==> config.mk <==
export PLATFORM = sky130hd
export DESIGN_NAME = ll_chan_sched
export DESIGN_NICKNAME = d
export VERILOG_FILES = /design/src/rtl/ll_chan_sched.sv
export SDC_FILE = /design/constraint.sdc
export NUM_CORES = 1
export LEC_CHECK = 0
export ABC_AREA = 1
export CAP_MARGIN = 40
export CORE_ASPECT_RATIO = 0.8
export CORE_UTILIZATION = 38
export DETAILED_ROUTE_END_ITERATION = 8
export SYNTH_ARGS = -nofsm -noshare
export SYNTH_HDL_FRONTEND = slang
export SYNTH_SLANG_ARGS = --single-unit
==> constraint.sdc <==
create_clock -name clk -period 5.4 [get_ports clk]
set_input_delay 1.08 -clock clk [delete_from_list [all_inputs] [get_ports clk]]
set_output_delay 1.08 -clock clk [all_outputs]
set_load 0.005 [all_outputs]
==> src/rtl/ll_chan_sched.sv <==
// Round-robin line-length scheduler: one shared abs-difference/accumulate datapath for NUM_CH channels.
// Optional macro LL_NORM_EN reports the window mean absolute difference instead of the raw window sum.
module ll_chan_sched #(
    parameter int unsigned NUM_CH     = 4,
    parameter int unsigned DATA_WIDTH = 32,
    parameter int unsigned WIN_LEN    = 256
) (
    input  logic                                        clk,
    input  logic                                        rst,
    input  logic                                        en,
    input  logic [NUM_CH-1:0]                           ch_valid,
    input  logic [NUM_CH*DATA_WIDTH-1:0]                ch_din,
    output logic [NUM_CH-1:0]                           ch_ready,
    output logic [DATA_WIDTH+$clog2(WIN_LEN):0]         ll_dout,
    output logic [$clog2(NUM_CH)-1:0]                   ll_ch,
    output logic                                        ll_valid
);

    localparam int unsigned CH_W  = $clog2(NUM_CH);
    localparam int unsigned CNT_W = $clog2(WIN_LEN);
    localparam int unsigned DIF_W = DATA_WIDTH + 1;
    localparam int unsigned ACC_W = DATA_WIDTH + 1 + CNT_W;

    logic [DATA_WIDTH-1:0] din_arr [NUM_CH];

    // Round-robin pointer and grant
    logic [CH_W-1:0] ptr_q, ptr_d;
    logic [CH_W:0]   cand;
    logic            gnt_found;
    logic [CH_W-1:0] gnt_idx;

    // Stage 1: accepted sample with the previous sample of its channel
    logic                  s1_vld_q, s1_prime_q;
    logic [CH_W-1:0]       s1_ch_q;
    logic [DATA_WIDTH-1:0] s1_din_q, s1_prev_q;

    // Stage 2: absolute difference awaiting accumulation
    logic             s2_vld_q;
    logic [CH_W-1:0]  s2_ch_q;
    logic [DIF_W-1:0] s2_abs_q;

    // Per-channel context
    logic [DATA_WIDTH-1:0] prev_q [NUM_CH];
    logic [NUM_CH-1:0]     primed_q;
    logic [ACC_W-1:0]      acc_q  [NUM_CH];
    logic [CNT_W-1:0]      cnt_q  [NUM_CH];

    logic [DIF_W-1:0] diff_c, abs_c;
    logic [ACC_W-1:0] sum_c, dout_d;
    logic             last_c;

    always_comb begin
        for (int i = 0; i < int'(NUM_CH); i++) begin
            din_arr[i] = ch_din[i*DATA_WIDTH +: DATA_WIDTH];
        end
    end

    // First valid channel at or above the pointer, with wrap
    always_comb begin
        ch_ready  = '0;
        gnt_found = 1'b0;
        gnt_idx   = '0;
        cand      = '0;
        ptr_d     = ptr_q;
        if (rst && en) begin
            for (int unsigned k = 0; k < NUM_CH; k++) begin
                cand = (CH_W+1)'(ptr_q) + (CH_W+1)'(k);
                if (cand >= (CH_W+1)'(NUM_CH)) begin
                    cand = cand - (CH_W+1)'(NUM_CH);
                end
                if (!gnt_found && ch_valid[cand[CH_W-1:0]]) begin
                    gnt_found = 1'b1;
                    gnt_idx   = cand[CH_W-1:0];
                end
            end
        end
        if (gnt_found) begin
            ch_ready[gnt_idx] = 1'b1;
            ptr_d = (gnt_idx == CH_W'(NUM_CH - 1)) ? '0 : gnt_idx + CH_W'(1);
        end
    end

    // Exact difference in DATA_WIDTH+1 bits, then magnitude
    always_comb begin
        diff_c = {s1_din_q[DATA_WIDTH-1], s1_din_q} - {s1_prev_q[DATA_WIDTH-1], s1_prev_q};
        abs_c  = diff_c[DIF_W-1] ? (~diff_c) + DIF_W'(1) : diff_c;
    end

    always_comb begin
        sum_c  = acc_q[s2_ch_q] + ACC_W'(s2_abs_q);
        last_c = (cnt_q[s2_ch_q] == CNT_W'(WIN_LEN - 1));
`ifdef LL_NORM_EN
        dout_d = sum_c >> CNT_W;
`else
        dout_d = sum_c;
`endif
    end

    always_ff @(posedge clk) begin
        if (!rst) begin
            ptr_q      <= '0;
            s1_vld_q   <= 1'b0;
            s1_prime_q <= 1'b0;
            s1_ch_q    <= '0;
            s1_din_q   <= '0;
            s1_prev_q  <= '0;
            s2_vld_q   <= 1'b0;
            s2_ch_q    <= '0;
            s2_abs_q   <= '0;
            primed_q   <= '0;
            for (int i = 0; i < int'(NUM_CH); i++) begin
                prev_q[i] <= '0;
                acc_q[i]  <= '0;
                cnt_q[i]  <= '0;
            end
            ll_dout  <= '0;
            ll_ch    <= '0;
            ll_valid <= 1'b0;
        end else begin
            ptr_q    <= ptr_d;
            s1_vld_q <= gnt_found;
            if (gnt_found) begin
                s1_ch_q           <= gnt_idx;
                s1_din_q          <= din_arr[gnt_idx];
                s1_prev_q         <= prev_q[gnt_idx];
                s1_prime_q        <= !primed_q[gnt_idx];
                prev_q[gnt_idx]   <= din_arr[gnt_idx];
                primed_q[gnt_idx] <= 1'b1;
            end

            s2_vld_q <= s1_vld_q && !s1_prime_q;
            if (s1_vld_q) begin
                s2_ch_q  <= s1_ch_q;
                s2_abs_q <= abs_c;
            end

            // Only this stage touches acc/count, so same-channel back-to-back is safe
            ll_valid <= 1'b0;
            if (s2_vld_q) begin
                if (last_c) begin
                    ll_dout         <= dout_d;
                    ll_ch           <= s2_ch_q;
                    ll_valid        <= 1'b1;
                    acc_q[s2_ch_q]  <= '0;
                    cnt_q[s2_ch_q]  <= '0;
                end else begin
                    acc_q[s2_ch_q]  <= sum_c;
                    cnt_q[s2_ch_q]  <= cnt_q[s2_ch_q] + CNT_W'(1);
                end
            end
        end
    end

endmodule

==> results of run 1 <==
[per-stage QoR]
| step | area (µm²) | utilization | worst slack [ns] | hold slack, ns | power [µW] |
|---|---|---|---|---|---|
| after floorplan | 26800 | - | 0.437 | 0.402 | 6710 |
| after CTS | 31300 | 0.452 | 0.757 | 0.459 | 11500 |
| after global placement | 29400 | 0.425 | 0.761 | 0.443 | 7640 |
| after global routing | 31300 | 0.452 | 0.549 | 0.490 | 12100 |
| final | 31300 | 0.452 | 0.764 | 0.447 | 11400 |
| after detailed placement | 29500 | 0.426 | 0.771 | 0.456 | 7670 |
[cell usage in the layout, fill, tap and decap left out, types with 54 or more instances in the layout]
cell type	count
inv_1	487
o22ai_1	70
clkbuf_16	55
dfxtp_1	154
o21ai_1	54
nand2_1	754
nor2_1	569
nand3_1	222
a21oi_1	123
ha_1	71
o21ai_0	229
edfxtp_1	324
clkdlybuf4s50_1	181
[metal layers]
layer | up-vias | global-route usage
li1 | 11525 | -
met1 | 10784 | 0.304
met2 | 545 | 0.348
met3 | 76 | 0.0274
met4 | 0 | 0.0428
met5 | - | 0
[flip-flops by register name (all words and copies together) (netlist names), 2 cells and up, named ones only]
| signal | cells |
|---|---|
| ll_ch | 2 |
| s1_prev_q | 32 |
| s2_ch_q | 2 |
| s1_ch_q | 2 |
| cnt_q | 32 |
| s2_abs_q | 33 |
| prev_q | 128 |
| ll_dout | 41 |
| primed_q | 4 |
| ptr_q | 2 |
| acc_q | 164 |
| s1_din_q | 32 |
[path summary, 6_finish.rpt]
kind | startpoint | end | slack [ns]
max | ch_valid[3] | ch_ready[2] | 0.76
min | s1_prime_q | s2_vld_q | 0.45
max reg2reg | register | acc_q[0][25] | 1.14
min reg2reg | s1_prime_q | s2_vld_q | 0.45
[cells by family (layout without fill, tap and decap cells)]
logic type,Yosys count,count (layout),synth area share
DFF,480,480,0.480
and+or+nand+nor,1614,1614,0.243
adders and majority gates,73,73,0.0347
buffers and inverters,660,833,0.0984
AOI/OAI and AO/OA,590,590,0.126
xor gates and xnor gates,51,51,0.0175
[worst max-delay path: stages]
cell,delay (ns)
clkdlybuf4s50_1,0.47
nor2_1,0.04
a21oi_1,0.22
o21ai_2,0.11
nor2_1,0.14
nand2_1,0.07
o2111ai_1,0.13
nand2_2,0.22
inv_2,0.12
ha_1,0.15
nand2_1,0.06
inv_1,0.19
clkdlybuf4s50_1,0.54
[cell type report]
type | count | area (µm²)
sequential | 480 | 12900
inverter | 511 | 1920
clock buffer | 78 | 1580
timing repair buffer | 224 | 2250
multi-input combinational | 2328 | 11300
clock inverter | 20 | 251
tap | 924 | 1160
fill | 7082 | 38000
[where the power goes]
group / total (µW) / switching [µW] / leakage, µW / internal, µW
sequential: 4290 / 107 / 0.00463 / 4180
clock: 3790 / 1550 / 0.000900 / 2240
combinational: 3350 / 2310 / 0.00902 / 1040
==> results.json, run 1 <==
{
  "status": "finished clean",
  "met2_length_um": 34900,
  "insertedDiodeCount": 0,
  "finalHoldViolCount": 0,
  "clk_pin_slew_ns": 0.06,
  "postCtsSetupRepairBufs": 0,
  "post-route-period-util": 0.858,
  "peakVddDrop_v": 0.000256,
  "grt_pass1_vias": 21400,
  "wl_met1_um": 36400,
  "design.die.area_um2": 71500,
  "worst_relative_slew_slack": 0.443,
  "synth_cell_types": 52,
  "clockRootBuffer": "clkbuf_16",
  "worstRegToRegCells": 14,
  "postRouteAntennaNets": 0,
  "max_cap_viol_count": 0,
  "routedWlPerCell_um": 16.8,
  "detail_route.iter0.violations": 1794,
  "clock_skew_ns": 0.0258,
  "finalSetupViolations": 0,
  "syn_inst": 3468,
  "clockBufferDepth": 3,
  "pwrdens_nw_per_um2": 365,
  "initial_utilization": 0.386,
  "area_growth_pct": 17.1,
  "sequential_cell_area_fraction_in_the_yosys_report": 0.480,
  "synth_edf_count": 324,
  "layoutNonFillerInstCount": 4565,
  "overflow": 0,
  "synthArstFlopShare": 0,
  "antenna_found_initial": 0,
  "yosys_register_bits": 480,
  "routed_via_density": 5.02,
  "synth_ff_type": "edfxtp_1",
  "leakagePower_uw": 0.0145,
  "route.final.wire_length_um": 76700,
  "mappedNetlistArea_um2": 26800,
  "synth_top_area_share": 0.364,
  "ctsResizeCount": 0,
  "grt_max_degree": 99,
  "num_rows": 86,
  "worst_skew_pair_later_pin_latency_ns": 0.62,
  "postSynthNetCount": 3676,
  "groute.usage.overall": 0.213,
  "dpl.cell_count": 4467,
  "totalNegativeSetupSlack_ns": 0,
  "placed_wire_length_estimate_um": 53000,
  "design.final.nets": 3805,
  "hold_path_class": "reg -> reg",
  "synth_largest_area_cell": "edfxtp_1",
  "portBuffers": 182,
  "cts-htree-levels": 2,
  "cts_bufs_inserted": 52,
  "timing.critical_path.to_type": "output pin",
  "cts_hold_buffers": 0,
  "die_h_um": 239,
  "core_outline_area_um2": 69300,
  "achievable-frequency_mhz": 216,
  "rsz0062_at_grt": "no",
  "cts_num_sinks": 480,
  "timing_worst_slew_pin_value_ns": 0.835,
  "route.detailed.drc": 0,
  "synthesis.yosys.warnings": 0,
  "timing.critical_path.required_ns": 4.32,
  "timing.setup.critical_path_class": "in -> out",
  "die_width_um": 299,
  "grt_first_pass_wirelength_um": 121000,
  "ys_top_cells_by_count": "nand2_1, nor2_1, inv_1",
  "route.vias.total": 22930,
  "wl_met3_um": 4320,
  "gp_congestion": 0.945,
  "final_max_slew_viol_count": 0,
  "finalCriticalPeriod_ns": 4.64,
  "tritoncts_clock_tree": "yes",
  "synth_area_per_cell_um2": 7.72,
  "synthMostInstantiatedCell": "nand2_1",
  "fraction_of_final_layout_cells_sized_beyond_drive_strength_1": 0.0612,
  "boundaryPins": 183,
  "firstDrtPassIters": 5,
  "worstPathMaxFanout": 7,
  "worst_setup_path_start_kind": "input port",
  "post_synth_main_area_contributors": "edfxtp_1, dfxtp_1, nand2_1, nor2_1, inv_1",
  "worst_ep_arrival_time_ns": 3.56,
  "min_delay_path_depth": 1,
  "maxUsedRoutingLayer": "met4"
}
Power figures use the tool's default switching activity.
==> run 2, diff against run 1 <==
--- a/config.mk
+++ b/config.mk
@@ -9,7 +9,9 @@
 export CAP_MARGIN = 40
 export CORE_ASPECT_RATIO = 0.8
 export CORE_UTILIZATION = 38
+export CTS_CLUSTER_SIZE = 20
 export DETAILED_ROUTE_END_ITERATION = 8
+export PLACE_DENSITY = 0.57
 export SYNTH_ARGS = -nofsm -noshare
 export SYNTH_HDL_FRONTEND = slang
 export SYNTH_SLANG_ARGS = --single-unit
==> results.json, run 2 (same netlist as run 1, synthesis figures left out) <==
{
  "finalHoldViolCount": 0,
  "route.vias.total": 22911,
  "worstRegToRegCells": 18,
  "final_common_cell": "nand2_1",
  "timing.critical_path.required_ns": 4.32,
  "timing_worst_slew_pin_value_ns": 0.836,
  "placed_wire_length_estimate_um": 54600,
  "cts_hold_buffers": 0,
  "achievable-frequency_mhz": 214,
  "pre_cts_ws_ns": 0.712,
  "insertedDiodeCount": 0,
  "grt_first_pass_wirelength_um": 122000,
  "grt_max_degree": 99,
  "peakVddDrop_v": 0.000237,
  "initial_utilization": 0.386,
  "worst_skew_pair_later_pin_latency_ns": 0.62,
  "postRouteAntennaNets": 0,
  "antenna_found_initial": 0,
  "area_taken_by_flip_flops_and_latches_um2": 12900,
  "detail_route.iter0.violations": 1937,
  "clk_pin_slew_ns": 0.06,
  "multi_input_area_um2": 11300,
  "largestRegisters": "acc_q (164), prev_q (128), ll_dout (41)",
  "area_growth_pct": 17.2,
  "ctsResizeCount": 0,
  "worst_relative_slew_slack": 0.442,
  "post-route-period-util": 0.866,
  "post-layout-total-power_uw": 11400,
  "firstDrtPassIters": 7,
  "gp_congestion": 0.936,
  "worst_ep_arrival_time_ns": 3.59,
  "hold_path_class": "reg -> reg",
  "boundaryPins": 183,
  "cts_bufs_inserted": 51,
  "min_delay_path_depth": 2,
  "worstPathMaxFanout": 13,
  "leakagePower_uw": 0.0146,
  "die_h_um": 239,
  "routed_via_density": 5.01,
  "pwrdens_nw_per_um2": 363,
  "layout_common_cells": "nand2_1, nor2_1, inv_1",
  "core_outline_area_um2": 69300,
  "postCtsSetupRepairBufs": 0,
  "clockRootBuffer": "clkbuf_16",
  "finalCriticalPeriod_ns": 4.67,
  "timing.critical_path.to_type": "output pin",
  "worst_hold_slack_ns": 0.457,
  "groute.usage.overall": 0.218,
  "routedWlPerCell_um": 17.0,
  "max_cap_viol_count": 0,
  "rsz0062_at_grt": "no",
  "cts_num_sinks": 480,
  "design.final.nets": 3812,
  "largest-register": "acc_q",
  "layout.filler_cells": 7001,
  "final_max_slew_viol_count": 0,
  "num_rows": 86,
  "clock_skew_ns": 0.0209,
  "tritoncts_clock_tree": "yes",
  "largest_reg_flops": 164,
  "fraction_of_final_layout_cells_sized_beyond_drive_strength_1": 0.0622,
  "cts-htree-levels": 2,
  "route.final.wire_length_um": 77900,
  "overflow": 0,
  "clockBufferDepth": 3,
  "grt_pass1_vias": 21726,
  "worst_setup_path_start_kind": "input port",
  "finalSetupViolations": 0,
  "portBuffers": 182,
  "setup_ws_ns": 0.725,
  "route.detailed.drc": 0,
  "timing.setup.critical_path_class": "in -> out",
  "design.die.area_um2": 71500,
  "die_width_um": 299,
  "totalNegativeSetupSlack_ns": 0,
  "status": "finished clean"
}
==> run 2: layout make-up <==
type,instances,share of cell area
clock buffer,77,0.0493
tap,924,0.0369
sequential,480,0.410
inverter,511,0.0611
multi-input combinational,2328,0.361
timing repair buffer,232,0.0751
clock inverter,19,0.00706
==> run 2: worst paths after layout <==
| check | slack [ns] | to | startpoint |
|---|---|---|---|
| max | 0.73 | ch_ready[2] | ch_valid[2] |
| min | 0.46 | primed_q[1] | primed_q[1] |
| max reg2reg | 1.12 | acc_q[0][36] | register |
| min reg2reg | 0.46 | primed_q[1] | primed_q[1] |
==> run 2: metal layers <==
layer	up-vias	share of wire	wire, µm	global-route usage
li1	11538	-	-	-
met1	10732	0.50	38800	0.319
met2	551	0.44	34100	0.346
met3	90	0.049	3820	0.0249
met4	0	0.015	1190	0.0439
met5	-	0	0	0
==> run 2: stage by stage <==
stage	instances	area, µm²	utilization
floorplan	3468	26800	-
global placement	4470	29500	0.425
detailed placement	4475	29600	0.427
CTS	4571	31400	0.453
global route	4571	31400	0.453
finish	4571	31400	0.453
==> run 2: power by group <==
| group | leakage, µW | switching [µW] | internal, µW |
|---|---|---|---|
| sequential | 0.00463 | 108 | 4180 |
| combinational | 0.00907 | 2350 | 1050 |
| clock | 0.000864 | 1540 | 2140 |
==> run 2: critical path, stage by stage <==
cell             delay [ns]
clkdlybuf4s50_1        0.45
inv_1                  0.05
o21ai_1                0.15
nand2_1                0.09
nand2_1                0.12
inv_2                  0.04
nand2_2                0.07
nor2_2                 0.04
nand2_2                0.07
o21ai_1                0.06
inv_1                  0.07
nand2_2                0.12
inv_2                  0.22
ha_1                   0.18
nand2_1                0.05
inv_1                  0.13
clkdlybuf4s50_1        0.60
==> run 3, diff against run 2 <==
--- a/config.mk
+++ b/config.mk
@@ -8,10 +8,11 @@
 export ABC_AREA = 1
 export CAP_MARGIN = 40
 export CORE_ASPECT_RATIO = 0.8
-export CORE_UTILIZATION = 38
+export CORE_MARGIN = 5
+export CORE_UTILIZATION = 57
 export CTS_CLUSTER_SIZE = 20
 export DETAILED_ROUTE_END_ITERATION = 8
-export PLACE_DENSITY = 0.57
+export PLACE_DENSITY = 0.79
 export SYNTH_ARGS = -nofsm -noshare
 export SYNTH_HDL_FRONTEND = slang
 export SYNTH_SLANG_ARGS = --single-unit
==> results.json, run 3 (same netlist as run 1, synthesis figures left out) <==
{
  "rsz0062_at_grt": "no",
  "timing.setup.critical_path_class": "in -> out",
  "initial_utilization": 0.573,
  "critical_path_buf_inv_count": 7,
  "setup_ws_ns": 0.679,
  "timing.critical_path.to_type": "output pin",
  "core_outline_area_um2": 46700,
  "clock_skew_ns": 0.0282,
  "worst_setup_path_start_kind": "input port",
  "path_cells": "clkdlybuf4s50_1 -> inv_1 -> o21ai_1 -> nand2_1 -> nand2_1 -> inv_2 -> nand2_2 -> nor2_2 -> nand2_2 -> o21ai_1 -> inv_1 -> nand2_2 -> inv_2 -> ha_1 -> nand2_1 -> inv_1 -> clkdlybuf4s50_1",
  "fraction_of_final_layout_cells_sized_beyond_drive_strength_1": 0.0581,
  "worstRegToRegCells": 15,
  "timing_worst_slew_pin_value_ns": 0.962,
  "leakagePower_uw": 0.0144,
  "achievable-frequency_mhz": 212,
  "ctsResizeCount": 0,
  "regToRegEndpoint": "acc_q[2][21]",
  "timing.critical_path.depth": 17,
  "overflow": 0,
  "detail_route.iter0.violations": 2598,
  "dpl.cell_count": 4164,
  "postCtsSetupRepairBufs": 0,
  "layout.filler_cells": 3971,
  "routedWlPerCell_um": 17.3,
  "power_frac_clock": 0.306,
  "largest-register": "acc_q",
  "peakVddDrop_v": 0.000241,
  "placed_wire_length_estimate_um": 50300,
  "grt_first_pass_wirelength_um": 117000,
  "max_cap_viol_count": 0,
  "cts-htree-levels": 2,
  "finalHoldViolCount": 0,
  "power.net_switching_uw": 3880,
  "area_growth_pct": 14.4,
  "post_dp_cell_area_um2": 29000,
  "hold_path_class": "reg -> reg",
  "gp_congestion": 0.976,
  "worst_skew_pair_later_pin_latency_ns": 0.61,
  "largest_reg_flops": 164,
  "num_rows": 71,
  "pwr-share-seq": 0.389,
  "design.die.area_um2": 51400,
  "timing.critical_path.required_ns": 4.32,
  "worst_relative_slew_slack": 0.358,
  "routed_via_density": 5.57,
  "met1_usage": 0.415,
  "die_width_um": 252,
  "min_delay_path_depth": 1,
  "finalCriticalPeriod_ns": 4.72,
  "tritoncts_clock_tree": "yes",
  "top_usage_layer": "met2",
  "layout_common_cells": "nand2_1, nor2_1, inv_1",
  "grt_util_met3": 0.0450,
  "postRouteAntennaNets": 0,
  "boundaryPins": 183,
  "final_core_util": 0.655,
  "pre_cts_ws_ns": 0.709,
  "stdcell_area_um2": 30600,
  "insertedDiodeCount": 0,
  "grt_pass1_vias": 22122,
  "comb_power_share": 0.305,
  "timing.critical_path.max_delay_family": "buffers and inverters",
  "finalSetupViolations": 0,
  "cts_bufs_inserted": 48,
  "worst_ep_arrival_time_ns": 3.64,
  "worst_path_largest_cell_delay_ns": 0.58,
  "die_h_um": 204,
  "totalNegativeSetupSlack_ns": 0,
  "globalRouteMet2Util": 0.433,
  "layoutNonFillerInstCount": 4254,
  "netSwitchingFraction": 0.352,
  "cts_num_sinks": 480,
  "largestRegisters": "acc_q (164), prev_q (128), ll_dout (41)",
  "antenna_found_initial": 0,
  "route.vias.total": 23713,
  "status": "finished clean",
  "critical-path-slowest-cell": "clkdlybuf4s50_1",
  "final_common_cell": "nand2_1",
  "design.final.nets": 3802,
  "route.detailed.drc": 0,
  "portBuffers": 182,
  "internal_power_uw": 7140,
  "route.final.wire_length_um": 73700,
  "setup.reg_to_reg.worst_slack_ns": 1.23,
  "clk_pin_slew_ns": 0.06,
  "final_max_slew_viol_count": 0,
  "post-route-period-util": 0.874,
  "cts_hold_buffers": 0,
  "worstHoldStart": "s1_prime_q",
  "clockRootBuffer": "clkbuf_16",
  "pwrdens_nw_per_um2": 360,
  "min_delay_worst_endpoint": "s2_vld_q",
  "grt_max_degree": 99,
  "groute.usage.overall": 0.281,
  "clockBufferDepth": 3,
  "firstDrtPassIters": 6,
  "worstPathMaxFanout": 14
}
[run 3: layer usage]
metal  part of all wire  up-vias
met2               0.44     1170
met5                  0        -
met4              0.027        0
met1               0.43    10867
li1                   -    11534
met3              0.099      142
[run 3: power by group through the flow]
stage	sequential, µW	clock (µW)	combinational, µW
final	4290	3370	3360
after global routing	4310	3560	3760
after CTS	4290	3400	3280
after detailed placement	4360	0	3250
after global placement	4360	0	3190
after floorplan	4330	0	2380
[run 3: metrics by stage]
stage / hold slack [ns] / total power [µW]
after global placement: 0.427 / 7550
after floorplan: 0.402 / 6710
after CTS: 0.430 / 11000
after global routing: 0.455 / 11600
final: 0.429 / 11000
after detailed placement: 0.421 / 7620
[run 3: worst max path at each step]
stage / from / end / slack [ns]
2_1_floorplan: ch_valid[0] / prev_q[1][0] / 0.44
3_3_place_gp: ch_valid[2] / ch_ready[2] / 0.72
3_5_place_dp: ch_valid[2] / ch_ready[2] / 0.71
4_1_cts: ch_valid[2] / ch_ready[2] / 0.68
5_1_grt: ch_valid[3] / ch_ready[2] / 0.52
6_report: ch_valid[2] / ch_ready[2] / 0.68
[run 3: final cells by class]
class,count,area (µm²),share of cell area
flip-flops and latches,480,12900,0.420
clock buffers,65,1360,0.0444
clock inverters,25,214,0.00699
repair buffers,225,2180,0.0713
well taps,620,776,0.0253
multi-input cells,2328,11300,0.369
inverters,511,1920,0.0627
[run 3: worst reg2reg max path: cells and delay by family, from the launching register on]
family	cells	cell delay [ns]
simple gates	5	0.68
xor+xnor	1	0.33
flops	1	0.35
compound gates	7	1.85
buf+inv	1	0.51
fa+ha+maj	1	0.29
